<file path="src/rtl/plexers_pkg.sv">
// ---------------------------------------------------------------------------
// plexers_pkg
// Shared definitions for the plexers family of multiplexer blocks.
//   scan_state_t : operating state of the scanning multiplexers
//                  (OFF = output forced to zero, DIRECT = sel-driven,
//                  SCAN = autonomous round-robin)
//   clog2        : constant function giving ceil(log2(value)), minimum 0,
//                  used to size select and index fields from parameters
// ---------------------------------------------------------------------------
package plexers_pkg;

   typedef enum logic [1:0] {
      OFF    = 2'd0,
      DIRECT = 2'd1,
      SCAN   = 2'd2
   } scan_state_t;

   // Smallest number of bits able to index 'value' distinct items.
   function automatic int clog2(input int value);
      int result;
      int span;
      result = 0;
      span   = 1;
      while (span < value) begin
         span   = span * 2;
         result = result + 1;
      end
      return result;
   endfunction

endpackage

</file>
<file path="src/rtl/mux_scan_seq.sv">
// ---------------------------------------------------------------------------
// mux_scan_seq
// Sequencing half of mux_scan_n: owns the operating state, the dwell counter
// and the channel index, and tells the datapath which channel to load next.
// Ports:
//   clock       : rising-edge clock
//   reset_n     : asynchronous active-low reset
//   enable      : low sends the block to OFF on the next edge
//   mode        : 0 = direct select, 1 = round-robin scan
//   sel         : requested channel in direct mode (clamped to the last one)
//   dwell       : scan mode holds each channel for dwell+1 cycles
//   active_next : high when the state being entered on this edge is not OFF
//   sel_next    : channel index that will be registered on this edge
//   cur_sel     : registered channel index
//   scan_wrap   : one-cycle pulse when the scan returns from the last
//                 channel to channel 0
// ---------------------------------------------------------------------------
module mux_scan_seq
   import plexers_pkg::*;
#(
   parameter int NR_OF_INPUTS = 8,
   parameter int DWELL_BITS   = 4,
   parameter int SEL_BITS     = 3
) (
   input  logic                  clock,
   input  logic                  reset_n,
   input  logic                  enable,
   input  logic                  mode,
   input  logic [SEL_BITS-1:0]   sel,
   input  logic [DWELL_BITS-1:0] dwell,
   output logic                  active_next,
   output logic [SEL_BITS-1:0]   sel_next,
   output logic [SEL_BITS-1:0]   cur_sel,
   output logic                  scan_wrap
);

   localparam logic [SEL_BITS-1:0] LAST_SEL = SEL_BITS'(NR_OF_INPUTS - 1);

   scan_state_t           state;
   scan_state_t           state_next;
   logic [DWELL_BITS-1:0] cnt;
   logic [DWELL_BITS-1:0] cnt_next;
   logic                  wrap_next;

   // State register.
   always_ff @(posedge clock or negedge reset_n) begin
      if (!reset_n) begin
         state <= OFF;
      end else begin
         state <= state_next;
      end
   end

   // Next state depends only on the live enable/mode pins, so any mode
   // change takes effect on the very next edge.
   always_comb begin
      state_next = OFF;
      if (enable) begin
         state_next = mode ? SCAN : DIRECT;
      end
   end

   // Next channel, counter and wrap pulse, derived from the state being
   // entered. Entering SCAN from elsewhere always restarts at channel 0.
   // The dwell comparison is live and uses >=, so lowering dwell below the
   // running count forces an advance on the next edge instead of letting
   // the counter run on and wrap.
   always_comb begin
      sel_next  = cur_sel;
      cnt_next  = '0;
      wrap_next = 1'b0;
      case (state_next)
         DIRECT: begin
            sel_next = (sel > LAST_SEL) ? LAST_SEL : sel;
         end
         SCAN: begin
            if (state != SCAN) begin
               sel_next = '0;
            end else if (cnt >= dwell) begin
               if (cur_sel >= LAST_SEL) begin
                  sel_next  = '0;
                  wrap_next = 1'b1;
               end else begin
                  sel_next = cur_sel + 1'b1;
               end
            end else begin
               cnt_next = cnt + 1'b1;
            end
         end
         default: begin
            sel_next = cur_sel;
         end
      endcase
   end

   assign active_next = (state_next != OFF);

   // Channel index, dwell counter and wrap pulse registers.
   always_ff @(posedge clock or negedge reset_n) begin
      if (!reset_n) begin
         cur_sel   <= '0;
         cnt       <= '0;
         scan_wrap <= 1'b0;
      end else begin
         cur_sel   <= sel_next;
         cnt       <= cnt_next;
         scan_wrap <= wrap_next;
      end
   end

endmodule

</file>
<file path="src/rtl/mux_scan_n.sv">
// ---------------------------------------------------------------------------
// mux_scan_n
// Registered N-channel, W-bit multiplexer with direct select and an
// autonomous round-robin scan with programmable dwell per channel.
// Ports:
//   clock    : rising-edge clock
//   reset_n  : asynchronous active-low reset
//   enable   : low forces muxOut to zero and muxValid low
//   mode     : 0 = direct select from sel, 1 = auto-scan
//   sel      : direct-mode channel (values >= N clamp to N-1)
//   dwell    : scan-mode hold time, dwell+1 cycles per channel
//   muxIn    : flattened inputs, channel k at [k*W +: W]
//   muxOut   : registered data of channel curSel
//   muxValid : muxOut carries selected data rather than the disabled zero
//   curSel   : channel currently presented on muxOut
//   scanWrap : one-cycle pulse when the scan returns to channel 0
// ---------------------------------------------------------------------------
module mux_scan_n
   import plexers_pkg::*;
#(
   parameter  int NR_OF_INPUTS = 8,
   parameter  int NR_OF_BITS   = 1,
   parameter  int DWELL_BITS   = 4,
   localparam int SEL_BITS     = clog2(NR_OF_INPUTS)
) (
   input  logic                               clock,
   input  logic                               reset_n,
   input  logic                               enable,
   input  logic                               mode,
   input  logic [SEL_BITS-1:0]                sel,
   input  logic [DWELL_BITS-1:0]              dwell,
   input  logic [NR_OF_INPUTS*NR_OF_BITS-1:0] muxIn,
   output logic [NR_OF_BITS-1:0]              muxOut,
   output logic                               muxValid,
   output logic [SEL_BITS-1:0]                curSel,
   output logic                               scanWrap
);

   localparam int IDX_BITS = clog2(NR_OF_INPUTS * NR_OF_BITS);

   logic                  active_next;
   logic [SEL_BITS-1:0]   sel_next;
   logic [IDX_BITS-1:0]   base;
   logic [NR_OF_BITS-1:0] sel_data;

   mux_scan_seq #(
      .NR_OF_INPUTS (NR_OF_INPUTS),
      .DWELL_BITS   (DWELL_BITS),
      .SEL_BITS     (SEL_BITS)
   ) u_seq (
      .clock       (clock),
      .reset_n     (reset_n),
      .enable      (enable),
      .mode        (mode),
      .sel         (sel),
      .dwell       (dwell),
      .active_next (active_next),
      .sel_next    (sel_next),
      .cur_sel     (curSel),
      .scan_wrap   (scanWrap)
   );

   // Data is picked with the index being registered on this edge, so
   // muxOut and curSel always move together and muxOut tracks live input
   // changes during a dwell.
   always_comb begin
      base     = IDX_BITS'(sel_next) * IDX_BITS'(NR_OF_BITS);
      sel_data = muxIn[base +: NR_OF_BITS];
   end

   // Output data register; OFF loads the zero and drops muxValid.
   always_ff @(posedge clock or negedge reset_n) begin
      if (!reset_n) begin
         muxOut   <= '0;
         muxValid <= 1'b0;
      end else if (!active_next) begin
         muxOut   <= '0;
         muxValid <= 1'b0;
      end else begin
         muxOut   <= sel_data;
         muxValid <= 1'b1;
      end
   end

endmodule

</file>
<file path="config.mk">
export PLATFORM = sky130hd
export DESIGN_NAME = mux_scan_n
export DESIGN_NICKNAME = d
export VERILOG_FILES = /design/src/rtl/plexers_pkg.sv /design/src/rtl/mux_scan_seq.sv /design/src/rtl/mux_scan_n.sv
export SDC_FILE = /design/constraint.sdc
export NUM_CORES = 1
export LEC_CHECK = 0
export ABC_AREA = 1
export CELL_PAD_IN_SITES_DETAIL_PLACEMENT = 0
export CELL_PAD_IN_SITES_GLOBAL_PLACEMENT = 1
export CORE_MARGIN = 2
export CORE_UTILIZATION = 32
export CTS_BUF_LIST = sky130_fd_sc_hd__clkbuf_4 sky130_fd_sc_hd__clkbuf_8 sky130_fd_sc_hd__clkbuf_16
export CTS_CLUSTER_SIZE = 30
export DETAILED_ROUTE_END_ITERATION = 8
export PLACE_DENSITY_LB_ADDON = 0.05
export SYNTH_ARGS = -nofsm -noshare
export SYNTH_HDL_FRONTEND = slang
export SYNTH_SLANG_ARGS = --single-unit
</file>
<file path="constraint.sdc">
create_clock -name clock -period 2 [get_ports clock]
set_input_delay 0.2 -clock clock [delete_from_list [all_inputs] [get_ports clock]]
set_output_delay 0.2 -clock clock [all_outputs]
set_load 0.02 [all_outputs]
</file>
Word level (Yosys, flattened, before mapping) --
Index checks and enable logic that the tools add are counted.
Word-level totals: output and inout port bits 6, bits in registers 12, logic and storage cells 32
Cells by class: reductions and logical operators 1, mux-type cells 16, magnitude comparators 3, eq/ne operators 3, $add $sub $neg 2, shifts and indexed selects 1
Operators with widths (number):
- $mux 3 | 4
- $mux 4 | 3
- $shiftx 8x4->1 | 1
- $mux 1 | 6
- $pmux 3 s2 | 1
- $add 4x1->4 const B | 1
- $ge 4x4->1 | 1
- $mux 2 | 2
- $add 3x1->3 const B | 1
- $ge 3x3->1 const B | 1
- $gt 3x3->1 const B | 1
- $eq 2x1->1 const B | 1
- $eq 2x2->1 const B | 1
- $ne 2x2->1 const B | 1
- $reduce_bool 2->1 | 1

Logic depth before layout (Yosys ltp) --
Gate-level depths: netlist (run 1).
word-level depth 7, mapped depth 17, mapped depth without buffers 17

Modules after synthesis --
From an unflattened synthesis (run 1), not the netlist that was laid out.
Unflattened totals: cell total of the unflattened synthesis 110, area, all modules 800.8 µm²
Modules (own cells, without submodules):
- mux_scan_seq | times used 1, cells each 81, area each 643.1 µm²
- mux_scan_n | times used 1, cells each 29, area each 157.7 µm²

Worst setup path before layout (run 1) --
OpenSTA, ideal clock, no wires.
path kind reg-to-reg, from register u_seq.cnt[2], to register muxOut, library setup time 0.117 ns, required time 1.883 ns, clock period less this slack 1.694 ns, buffers on the path 0, slack 0.306 ns, arrival 1.577 ns, stages on the path, launching flop included 16, path through dfrtp_1 ha_1 nand2_1 inv_2 nand2_1 nand3_4 nand2_2 nand3_2 nand2_2 nand2_2 nand2_1 nand3_2 nand2_1 nand2_1 nand2_1 nor2_1
On the way: word-level cells in the longest chain between the ends 6
Ends and longest elaborated chain:
- start, declared | line mux_scan_seq.sv:41 | logic [DWELL_BITS-1:0] cnt;
- start signal, assigned | line mux_scan_seq.sv:106 | cnt <= cnt_next;
- $ge 4x4->1 | line mux_scan_seq.sv:79 | end else if (cnt >= dwell) begin
- $mux 3 | line mux_scan_seq.sv:79
- $mux 3 | line mux_scan_seq.sv:77 | if (state != SCAN) begin
- $pmux 3 s2 | line mux_scan_seq.sv:72 | case (state_next)
- $shiftx 8x4->1 | line mux_scan_n.sv:68 | sel_data = muxIn[base +: NR_OF_BITS];
- $mux 1 | line mux_scan_n.sv:76 | end else if (!active_next) begin
- end signal, assigned | line mux_scan_n.sv:80 | muxOut <= sel_data;
- end, declared | line mux_scan_n.sv:33 | output logic [NR_OF_BITS-1:0] muxOut,
No other way between the ends.

Worst setup path after layout (run 1) --
from input dwell[3], to register muxOut
On the way: word-level cells in the longest chain between the ends 6
Ends and longest elaborated chain:
- start, declared | line mux_scan_n.sv:31 | input logic [DWELL_BITS-1:0] dwell,
- $ge 4x4->1 | line mux_scan_seq.sv:79
- $mux 3 | line mux_scan_seq.sv:79
- $mux 3 | line mux_scan_seq.sv:77
- $pmux 3 s2 | line mux_scan_seq.sv:72
- $shiftx 8x4->1 | line mux_scan_n.sv:68
- $mux 1 | line mux_scan_n.sv:76
No other way between the ends.

==> impl_metrics.env, run 1 <==
export IMPL_outcome="completed"
export IMPL_post_dp_hpwl_mm=1.54
export IMPL_via_per_inst=4.51
export IMPL_synth_async_reset_ratio_pct=100
export IMPL_path_common_cell="nand2_1"
export IMPL_synth_seq_area_share_pct=36.0
export IMPL_vias=763
export IMPL_cts_made_buffers=3
export IMPL_htreeDepth=1
export IMPL_worstPathMaxFanout=6
export IMPL_grt_pass1_wl_mm=2.90
export IMPL_io_buffers=24
export IMPL_slew_violations=0
export IMPL_start_util_pct=33.6
export IMPL_num_rows=18
export IMPL_fmax_ghz=0.544
export IMPL_power_density_nw_per_um2=563
export IMPL_hold_class="input pin to async pin"
export IMPL_synth_warnings=0
export IMPL_cp_slowest_cell="clkdlybuf4s50_1"
export IMPL_grt_max_degree=13
export IMPL_fin_area_um2=1180
export IMPL_nNetsFinal=166
export IMPL_crit_type="input pin to register"
export IMPL_cts_tree="done"
export IMPL_synth_area_um2=833
export IMPL_grt_pass1_vias=691
export IMPL_met3_usage_pct=4.03
export IMPL_detail_route_wl_per_cell_um=10.9
export IMPL_synth_cells=107
export IMPL_fillers=271
export IMPL_clockBufferDepth=2
export IMPL_place_ws_ps=-147
export IMPL_max_stage_delay_ps=460
export IMPL_power_total_uw=662
export IMPL_ys_types=25
export IMPL_synth_seq_cells=12
export IMPL_fp_dieArea_um2=3030
export IMPL_power_leakage_uw=0.000605
export IMPL_rsz0062_at_grt="no"
export IMPL_clk_latency_ps=270
export IMPL_grt_busiest_layer="met2"
export IMPL_postRouteAntennaNets=0
export IMPL_fin_crit_ps=1840
export IMPL_yosysMostFrequentCell="nand2_1"
export IMPL_dr_pass1_iters=4
export IMPL_tns_ps=0
export IMPL_drive_gt1_share_pct=22.3
export IMPL_grt_met1_usage_pct=15.0
export IMPL_wirelength_mm=1.85
export IMPL_worst_endpoint_arrival_ps=2020
export IMPL_syn_to_final_growth_pct=41.1
export IMPL_synthFlopType="dfrtp_1"
export IMPL_ir_drop_mv=0.254
export IMPL_antenna_found_initial=0
export IMPL_cp_end_kind="register"
export IMPL_design_portCount=25
export IMPL_path_clk_slew_ps=90
export IMPL_insertedDiodeCount=0
export IMPL_cp_cell_sequence="clkdlybuf4s50_1, inv_1, ha_1, nand2_1, inv_2, nand2_1, nand3_4, nand2_2, nand3_2, nand2_2, nand2_2, nand2_1, nand3_2, nand2_1, nand2_1, nand2_1, nor2_1"
export IMPL_synthesis_nets=133
export IMPL_overflow=0
export IMPL_synth_area_leaders="dfrtp_1, nand2_1, ha_1"
export IMPL_crit_buf_inv=3
export IMPL_syn_area_per_cell_um2=7.79
export IMPL_relSlewSlack_pct=61.5
export IMPL_setup_slack_ps=162
export IMPL_gp_congestion=0.732
export IMPL_yosysTopAreaCell="dfrtp_1"
export IMPL_die_y_um=55.0
export IMPL_cts_root_buf="clkbuf_4"
export IMPL_holdBufCountCts=0
export IMPL_cpLargestDelayFamily="simple AND/OR/NAND/NOR gates"
export IMPL_gr_usage_all_layers_pct=14.1
export IMPL_die_w_um=55.0
export IMPL_finalSetupViolations=0
export IMPL_synth_top_area_share_pct=36.0
export IMPL_finalCritPeriodShare_pct=91.9
export IMPL_grt_use_met2_pct=26.4
export IMPL_yosys_top_cells_count="nand2_1, inv_1, dfrtp_1"
export IMPL_worst_slew_pin_slew_ps=575
export IMPL_worst_ep_required_time_ps=2180
export IMPL_drt_iter0_markers=15
export IMPL_synth_edff_count=0
export IMPL_cts_sinks=12
export IMPL_start_kind="input pin"
export IMPL_skew_ps=7.35
export IMPL_coreArea_um2=2480
export IMPL_drcViolationCount=0
export IMPL_placed_area_um2=1120
export IMPL_finalHoldViolations=0
export IMPL_maxCapViolCount=0
==> kinds of logic after synthesis <==
group | synth area share, %
xor+xnor | 1.05
flops | 36.0
simple gates | 32.7
buf+inv | 12.5
fa+ha+maj | 10.5
compound gates | 7.21
==> placed cells by master (no fill, tap or decap) <==
master / count
a211oi_1: 1
a21oi_2: 2
buf_4: 5
clkbuf_4: 3
clkbuf_8: 1
clkdlybuf4s50_1: 24
clkinv_2: 1
dfrtp_1: 12
ha_1: 7
inv_1: 16
inv_2: 8
nand2_1: 25
nand2_2: 4
nand3_1: 8
nand3_2: 3
nand3_4: 1
nand3b_1: 1
nand4_1: 1
nor2_1: 5
nor2_2: 1
nor2_4: 1
nor3_1: 2
o21ai_0: 2
o21ai_1: 1
o22ai_2: 1
o31ai_1: 1
or2_1: 1
xnor2_1: 1
==> power by group <==
part,total (µW),internal (µW),switching (µW)
combinational,198,96.4,101
sequential,267,256,10.7
clock,198,111,87.0
total,662,463,199
==> metrics by stage <==
step | instances | hold WS (ps) | util, %
after detailed placement | 163 | 497 | 45.4
after floorplan | 107 | -95.6 | -
after global placement | 163 | 484 | 45.4
after CTS | 167 | 309 | 46.9
final | 169 | 284 | 47.5
after global routing | 169 | 331 | 47.5
==> worst reg2reg max path: stages, from the launching register on <==
cell and delay (ps):
dfrtp_1 410, ha_1 310, nand2_1 80, inv_2 40
nand2_1 110, nand3_4 110, nand2_2 80, nand3_2 80
nand2_2 110, nand2_2 80, nand2_1 80, nand3_2 50
nand2_1 70, nand2_1 50, nand2_1 50, nor2_1 40
==> metal layers <==
layer  vias up  share of wire [%]
met5         -                  0
met4         0                1.0
met3         2                5.0
met2        22                 52
met1       344                 42
li1        395                  -
==> path summary, 6_finish.rpt <==
path | startpoint | slack (ps) | cells after the start | to
worst min register to register | u_seq.cnt[0] | 470 | 1 | u_seq.cnt[0]
worst max-delay path | dwell[3] | 160 | 17 | muxOut
min in group clock | u_seq.cnt[0] | 470 | 1 | u_seq.cnt[0]
worst max register to register | u_seq.cnt[3] | 170 | 15 | muxOut
worst min-delay path | reset_n | 280 | 1 | u_seq.cnt[0]
max in group asynchronous | reset_n | 1330 | 1 | u_seq.cur_sel[2]
==> registers in the layout, summed over array words and instances, names as in the netlist <==
name and flops:
u_seq.cur_sel 3, muxOut 1, muxValid 1, u_seq.scan_wrap 1
u_seq.cnt 4, u_seq.state 2
==> final cells by class <==
| cell class | instances | area, µm² | share of cell area (%) |
|---|---|---|---|
| Inverter | 25 | 95.1 | 8.09 |
| Tap cell | 30 | 37.5 | 3.19 |
| Timing Repair Buffer | 29 | 278 | 23.6 |
| Clock buffer | 4 | 36.3 | 3.09 |
| Sequential cell | 12 | 300 | 25.5 |
| Multi-Input combinational cell | 69 | 429 | 36.5 |
==> what timing repair did <==
item | 4_1_cts | 5_1_grt
setup endpoints to repair | 0 | 1
resized for setup | 0 | 0
buffers inserted | 0 | 2
Power figures use the tool's default switching activity.
==> inputs of run 2 (changes only) <==
--- a/config.mk
+++ b/config.mk
@@ -17,3 +17,4 @@
 export SYNTH_ARGS = -nofsm -noshare
 export SYNTH_HDL_FRONTEND = slang
 export SYNTH_SLANG_ARGS = --single-unit
+export TNS_END_PERCENT = 10
==> results of run 2 <==
The final DEF is identical to that of run 1; final timing and power are the same.
